[config.mk]
export PLATFORM = sky130hd
export DESIGN_NAME = alu_seq
export DESIGN_NICKNAME = d
export VERILOG_FILES = /design/src/rtl/alu_seq.sv
export SDC_FILE = /design/constraint.sdc
export NUM_CORES = 1
export LEC_CHECK = 0
export BUFFER_PORTS_ARGS = -buffer_cell sky130_fd_sc_hd__buf_2
export CORE_ASPECT_RATIO = 1.5
export CORE_MARGIN = 1.5
export CORE_UTILIZATION = 40
export CTS_BUF_LIST = sky130_fd_sc_hd__clkbuf_16
export CTS_CLUSTER_SIZE = 25
export DETAILED_ROUTE_END_ITERATION = 8
export GPL_ROUTABILITY_DRIVEN = 0
export PLACE_DENSITY = 0.78
export SLEW_MARGIN = 20
export SYNTH_ARGS = -nofsm -noshare
export SYNTH_HDL_FRONTEND = slang
export SYNTH_SLANG_ARGS = --single-unit
[constraint.sdc]
create_clock -name clk -period 4.2 [get_ports clk]
set_input_delay 0.84 -clock clk [delete_from_list [all_inputs] [get_ports clk]]
set_output_delay 0.84 -clock clk [all_outputs]
set_load 0.01 [all_outputs]
[src/rtl/alu_seq.sv]
// ============================================================================
// Module   : alu_seq
// Purpose  : Issue/write-back sequencer for the 32-bit data-processing ALU:
//            condition check, opcode translation, flag and register write-back.
//            Optional SEQ_PERF_CNT_EN adds saturating exec/skip counters.
// Revision : 1.0 - initial release
// ============================================================================
`default_nettype none

module alu_seq (
    input  logic        clk,
    input  logic        rst_n,
    input  logic        in_valid,
    output logic        in_ready,
    input  logic [3:0]  in_cond,
    input  logic [3:0]  in_opcode,
    input  logic        in_s,
    input  logic [3:0]  in_rd,
    input  logic [31:0] in_a,
    input  logic [31:0] in_b,
    input  logic        in_shift_carry,
    output logic [3:0]  alu_op,
    output logic [31:0] alu_a,
    output logic [31:0] alu_b,
    output logic        alu_shift_carry,
    output logic        alu_cf,
    output logic        alu_vf,
    input  logic [31:0] alu_f,
    input  logic [3:0]  alu_nzcv,
    output logic        rf_we,
    output logic [3:0]  rf_addr,
    output logic [31:0] rf_data,
    output logic [3:0]  nzcv,
    output logic        skip,
    output logic        done
`ifdef SEQ_PERF_CNT_EN
    ,
    output logic [15:0] exec_cnt,
    output logic [15:0] skip_cnt
`endif
);

    localparam logic [3:0] c_op_tst = 4'b1000;
    localparam logic [3:0] c_op_teq = 4'b1001;
    localparam logic [3:0] c_op_cmp = 4'b1010;
    localparam logic [3:0] c_op_cmn = 4'b1011;

    typedef enum logic [1:0] {
        ST_IDLE = 2'd0,
        ST_EXEC = 2'd1,
        ST_WB   = 2'd2
    } state_t;

    state_t      r_state;
    state_t      w_state_nxt;
    logic        w_cond_ok;
    logic        w_accept;
    logic        w_reject;

    logic [3:0]  r_nzcv;
    logic [3:0]  r_alu_op;
    logic [31:0] r_alu_a;
    logic [31:0] r_alu_b;
    logic        r_alu_sc;
    logic        r_s;
    logic [3:0]  r_rd;
    logic        r_is_cmp;
    logic [3:0]  r_rf_addr;
    logic [31:0] r_rf_data;
    logic        r_skip;

    // ARM condition evaluation; flags ordered N,Z,C,V from bit 3 down.
    function automatic logic cond_pass(input logic [3:0] cond, input logic [3:0] f);
        logic n, z, c, v;
        n = f[3];
        z = f[2];
        c = f[1];
        v = f[0];
        case (cond)
            4'b0000: cond_pass = z;
            4'b0001: cond_pass = !z;
            4'b0010: cond_pass = c;
            4'b0011: cond_pass = !c;
            4'b0100: cond_pass = n;
            4'b0101: cond_pass = !n;
            4'b0110: cond_pass = v;
            4'b0111: cond_pass = !v;
            4'b1000: cond_pass = c && !z;
            4'b1001: cond_pass = !c || z;
            4'b1010: cond_pass = (n == v);
            4'b1011: cond_pass = (n != v);
            4'b1100: cond_pass = !z && (n == v);
            4'b1101: cond_pass = z || (n != v);
            4'b1110: cond_pass = 1'b1;
            default: cond_pass = 1'b0;
        endcase
    endfunction

    // Compares reuse the matching logical/arithmetic ALU operation.
    function automatic logic [3:0] map_op(input logic [3:0] op);
        case (op)
            c_op_tst: map_op = 4'b0000;
            c_op_teq: map_op = 4'b0001;
            c_op_cmp: map_op = 4'b0010;
            c_op_cmn: map_op = 4'b0100;
            default:  map_op = op;
        endcase
    endfunction

    assign w_cond_ok = cond_pass(in_cond, r_nzcv);

    always_comb begin
        w_state_nxt = r_state;
        w_accept    = 1'b0;
        w_reject    = 1'b0;
        case (r_state)
            ST_IDLE: begin
                if (in_valid) begin
                    if (w_cond_ok) begin
                        w_accept    = 1'b1;
                        w_state_nxt = ST_EXEC;
                    end else begin
                        w_reject    = 1'b1;
                    end
                end
            end
            ST_EXEC: w_state_nxt = ST_WB;
            ST_WB:   w_state_nxt = ST_IDLE;
            default: w_state_nxt = ST_IDLE;
        endcase
    end

    always_ff @(posedge clk or negedge rst_n) begin
        if (!rst_n) begin
            r_state <= ST_IDLE;
        end else begin
            r_state <= w_state_nxt;
        end
    end

    // The latched instruction fields double as the held ALU operand drive.
    always_ff @(posedge clk or negedge rst_n) begin
        if (!rst_n) begin
            r_alu_op <= 4'd0;
            r_alu_a  <= 32'd0;
            r_alu_b  <= 32'd0;
            r_alu_sc <= 1'b0;
            r_s      <= 1'b0;
            r_rd     <= 4'd0;
            r_is_cmp <= 1'b0;
        end else if (w_accept) begin
            r_alu_op <= map_op(in_opcode);
            r_alu_a  <= in_a;
            r_alu_b  <= in_b;
            r_alu_sc <= in_shift_carry;
            r_s      <= in_s;
            r_rd     <= in_rd;
            r_is_cmp <= (in_opcode[3:2] == 2'b10);
        end
    end

    always_ff @(posedge clk or negedge rst_n) begin
        if (!rst_n) begin
            r_nzcv    <= 4'd0;
            r_rf_addr <= 4'd0;
            r_rf_data <= 32'd0;
        end else if (r_state == ST_EXEC) begin
            if (r_s) begin
                r_nzcv <= alu_nzcv;
            end
            if (!r_is_cmp) begin
                r_rf_addr <= r_rd;
                r_rf_data <= alu_f;
            end
        end
    end

    always_ff @(posedge clk or negedge rst_n) begin
        if (!rst_n) begin
            r_skip <= 1'b0;
        end else begin
            r_skip <= w_reject;
        end
    end

    assign in_ready        = (r_state == ST_IDLE);
    assign alu_op          = r_alu_op;
    assign alu_a           = r_alu_a;
    assign alu_b           = r_alu_b;
    assign alu_shift_carry = r_alu_sc;
    assign alu_cf          = r_nzcv[1];
    assign alu_vf          = r_nzcv[0];
    assign rf_we           = (r_state == ST_WB) && !r_is_cmp;
    assign rf_addr         = r_rf_addr;
    assign rf_data         = r_rf_data;
    assign nzcv            = r_nzcv;
    assign skip            = r_skip;
    assign done            = (r_state == ST_WB);

`ifdef SEQ_PERF_CNT_EN
    logic [15:0] r_exec_cnt;
    logic [15:0] r_skip_cnt;

    always_ff @(posedge clk or negedge rst_n) begin
        if (!rst_n) begin
            r_exec_cnt <= 16'd0;
            r_skip_cnt <= 16'd0;
        end else begin
            if (done && (r_exec_cnt != 16'hFFFF)) begin
                r_exec_cnt <= r_exec_cnt + 16'd1;
            end
            if (r_skip && (r_skip_cnt != 16'hFFFF)) begin
                r_skip_cnt <= r_skip_cnt + 16'd1;
            end
        end
    end

    assign exec_cnt = r_exec_cnt;
    assign skip_cnt = r_skip_cnt;
`endif

endmodule

`default_nettype wire

## Yosys cells after proc, flatten, opt, wreduce, memory -nomap -nowiden

Cells that the tools add are included.

| word-level totals | value |
|---|---|
| output and inout port bits | 115 |
| register bits | 118 |

| operators by class | value |
|---|---|
| bitwise operators | 1 |
| reduce and logical (&&, ||, !) cells | 15 |
| eq/ne operators | 25 |
| multiplexer cells | 11 |

Operator list:

| cell | count |
|---|---|
| $eq A4 B4 Y1 const B | 11 |
| $eq A4 B3 Y1 const B | 4 |
| $pmux W4 S4 | 1 |
| $pmux W1 S15 | 1 |
| $eq A4 B2 Y1 const B | 2 |
| $mux W1 | 6 |
| $reduce_and A2 Y1 | 3 |
| $logic_not A1 Y1 | 5 |
| $eq A2 B2 Y1 const B | 2 |
| $eq A4 B1 Y1 const B | 1 |
| $logic_not A4 Y1 | 1 |
| $mux W2 | 2 |
| $pmux W2 S2 | 1 |
| $logic_and A1 B1 Y1 | 3 |
| $eq A2 B1 Y1 const B | 1 |
| $logic_not A2 Y1 | 1 |
| $logic_or A1 B1 Y1 | 2 |
| $ne A2 B1 Y1 const B | 1 |
| $ne A2 B2 Y1 const B | 1 |
| $eq A1 B1 Y1 | 1 |
| $ne A1 B1 Y1 | 1 |
| $not A1 Y1 | 1 |

## Logic depth before layout (Yosys ltp)

| logic depth | value |
|---|---|
| depth in word-level cells | 6 |
| depth in mapped cells | 9 |

## Least setup slack after synthesis

OpenSTA, ideal clock, no wires.

| timing path | value |
|---|---|
| path type | input port to flip-flop |
| start point | in in_cond[0] |
| end point | reg r_alu_a[20], in the netlist alu_a[20] |
| cell stages on the path | 8 |
| arrival time | 2466 ps |
| setup slack | 1608 ps |
| buffers on the path | 3 |
| cells stage by stage | buf_2 -> xor2_1 -> or4_1 -> a31oi_1 -> o21bai_1 -> buf_6 -> buf_6 -> mux2_4 |

| on the way | value |
|---|---|
| word-level cells in the longest chain between the ends | 5 |
| elaborated cells between the ends (all ways) | 19 |

Ends and longest elaborated chain:

| item | RTL line | source |
|---|---|---|
| start, declared | 15 | `input logic [3:0] in_cond,` |
| $eq A4 B4 Y1 (tied with other cells) | 79 | `case (cond)` |
| $pmux W1 S15 (*) | 79 |  |
| $mux W1 (*) | 119 | `if (w_cond_ok) begin` |
| $mux W1 (*) | 118 | `if (in_valid) begin` |
| $mux W1 (*) | 116 | `case (r_state)` |
| end signal, assigned | 153 | `r_alu_a <= in_a;` |
| end, declared | 62 | `logic [31:0] r_alu_a;` |

Mark *: on every way between the ends. The rest lies on a longest branch, timed or not.
A chain may end at the register's enable or synchronous reset.

## Worst setup path in the final report

| timing path | value |
|---|---|
| start point | in in_cond[0] |
| end point | reg r_alu_a[0], in the netlist alu_a[0] |

The elaborated chain is that of the path after synthesis.

==> results.json <==
{
  "clk_path_buf_depth": 2,
  "async_reset_ff_share_pct": 100,
  "die_y_um": 136,
  "setup-violations-final": 0,
  "p_leak_nw": 3.38,
  "drive_gt1_share_pct": 70.5,
  "synth.ff_latch_count": 118,
  "fp.dieW_um": 92.0,
  "core-area_sq_mm": 0.0115,
  "cts_buffers": 17,
  "slowest_delay_ns": 0.64,
  "slew-limit-headroom_pct": 31.5,
  "fin_skew_ns": 0.0119,
  "grt_pass1_wl_um": 16400,
  "dp_hpwl_um": 7910,
  "post-cts-setup-buffers": 0,
  "report.final.slew_viol_count": 0,
  "grt_overflow": 0,
  "portBuffers": 231,
  "nNetsFinal": 643,
  "crit_chain": "buf_2 > xor2_1 > a21oi_1 > or3_1 > o311ai_2 > o21bai_4 > buf_6 > mux2_2",
  "rsz0062_at_grt": "no",
  "cap_violations": 0,
  "antenna_found_initial": 0,
  "layout_commonest_cell": "buf_2",
  "viasPerCell": 4.79,
  "clkTransAtPathRegs_ns": 0.05,
  "cts_tree": "yes",
  "synth_cell_types": 28,
  "syn_nets": 406,
  "syn_area_sq_mm": 0.00475,
  "required_ns": 4.47,
  "cts_max_level": 4,
  "dp_cells": 657,
  "fillers": 967,
  "cts-root-buf": "clkbuf_16",
  "grt_max_degree": 77,
  "critPathSlowestCell": "buf_6",
  "num_io_pins": 232,
  "drc_errors": 0,
  "final_cell_mix": "buf_2, dfrtp_1, mux2_2",
  "synth.area.top_cells": "dfrtp_1, mux2_2, mux2_4",
  "wl_per_cell_um": 15.6,
  "hold_viol_final": 0,
  "vdd_drop_max_mv": 0.480,
  "syn_area_per_cell_sq_um": 16.4,
  "critPathMaxFanout": 76,
  "worstPathArrival_ns": 2.96,
  "p_per_area_mw_per_mm2": 818,
  "max_freq_ghz": 0.372,
  "ant_nets": 0,
  "end_kind": "flip-flop",
  "grtUsageTotal_pct": 16.9,
  "ctsHoldBuffers": 0,
  "via_count": 3302,
  "die_area_sq_mm": 0.0126,
  "syn_inst": 289,
  "area_growth_pct": 39.7,
  "yosysWarnings": 0,
  "grt_pass1_vias": 3397,
  "ys_seq_area_share_pct": 62.1,
  "initial_core_util_pct": 41.2,
  "wl_um": 10700,
  "min_period_over_period_pct": 64.1,
  "min_path_type": "flip-flop to flip-flop",
  "insertion_delay_ns": 0.40,
  "fin_crit_ns": 2.69,
  "rows": 48,
  "synth_ff_type": "dfrtp_1",
  "diodes": 0,
  "worstSetupPathType": "input port to flip-flop",
  "cts_resized": 0,
  "synth_top_area_share_pct": 62.1,
  "drt_iter0_markers": 115,
  "dr.pass1.iters": 4,
  "clock_sinks": 118,
  "synth_edf_count": 0,
  "tns_ns": 0,
  "final_cell_count_no_fill": 689,
  "synth_area_leader_cell": "dfrtp_1",
  "cp-start-kind": "input port",
  "outcome": "finished, final reports clean",
  "tightest_slew_ns": 1.03
}
## per-layer routing
| layer | global-route usage [%] | wire, um | vias up |
|---|---|---|---|
| met3 | 5.22 | 627 | 31 |
| met2 | 27.8 | 5690 | 149 |
| met5 | 0 | 0 | - |
| met4 | 10.6 | 385 | 0 |
| met1 | 19.0 | 4050 | 1635 |
| li1 | - | - | 1487 |
## synthesized netlist by cell type (2+ instances only)
cell type	count
clkbuf_1	4
dfrtp_1	118
nand3b_1	2
inv_1	4
nand2_1	4
buf_4	2
nor2b_1	6
mux2i_1	3
mux2_4	37
mux2_2	76
a21boi_0	2
xor2_1	3
buf_6	5
a21oi_1	2
buf_2	5
o22ai_1	2
nor3b_1	2
a31oi_1	2
## worst max-delay path, delay by kind of cell
kind,cells,cell delay [ns]
muxes,1,0.42
buffers and inverters,2,0.80
AOI/OAI and AO/OA,3,0.52
and+or+nand+nor,1,0.18
xor gates and xnor gates,1,0.17
## cell type report
type | count | area (sq um) | share of cell area, %
clock buffers | 17 | 425 | 6.41
clock inverters | 15 | 179 | 2.70
inverters | 4 | 15.0 | 0.226
multi-input cells | 151 | 1690 | 25.5
flip-flops and latches | 118 | 2950 | 44.5
well taps | 150 | 188 | 2.83
repair buffers | 234 | 1180 | 17.9
## path summary, 6_finish.rpt
path / start / endpoint / slack [ns] / cells past startpoint
max: in_cond[0] / alu_a[0] / 1.51 / 8
min: r_state[1] / r_state[1] / 0.48 / 1
max reg2reg: nzcv[1] / alu_a[0] / 1.71 / 7
min reg2reg: r_state[1] / r_state[1] / 0.48 / 1
max in group asynchronous: rst_n / rf_data[31] / 2.74 / 2
min in group asynchronous: rst_n / alu_a[1] / 0.50 / 1
## where the power goes
group / switching, mW / internal, mW
sequential: 0.318 / 1.71
combinational: 0.867 / 1.08
clock: 0.513 / 0.934
total: 1.70 / 3.73
## cell families (layout without fill, tap and decap cells)
kind of cell	Yosys count	after routing	share of synthesized area [%]
DFF	118	118	62.1
muxes	116	116	30.3
and+or+nand+nor	20	20	2.47
buffers and inverters	20	270	2.66
AOI/OAI and AO/OA	11	11	1.66
xor gates and xnor gates	4	4	0.737
## sequential cells by signal (all words and copies together) (netlist names)
register,cells
r_s,1
alu_b,32
rf_addr,4
alu_shift_carry,1
alu_op,4
nzcv,4
r_is_cmp,1
skip,1
rf_data,32
alu_a,32
r_rd,4
r_state,2
## metrics by stage
step	instance area [sq um]	setup WS, ns	util, %	hold slack, ns	power [mW]
after global routing	6640	1.43	57.6	0.510	5.71
after floorplan	4750	1.61	-	0.437	3.20
after detailed placement	6030	0.906	52.3	0.463	4.02
after CTS	6630	1.32	57.5	0.471	5.49
final	6640	1.51	57.6	0.475	5.43
after global placement	6030	1.05	52.3	0.460	3.93
Note: power is estimated with default switching activity, not from simulation.
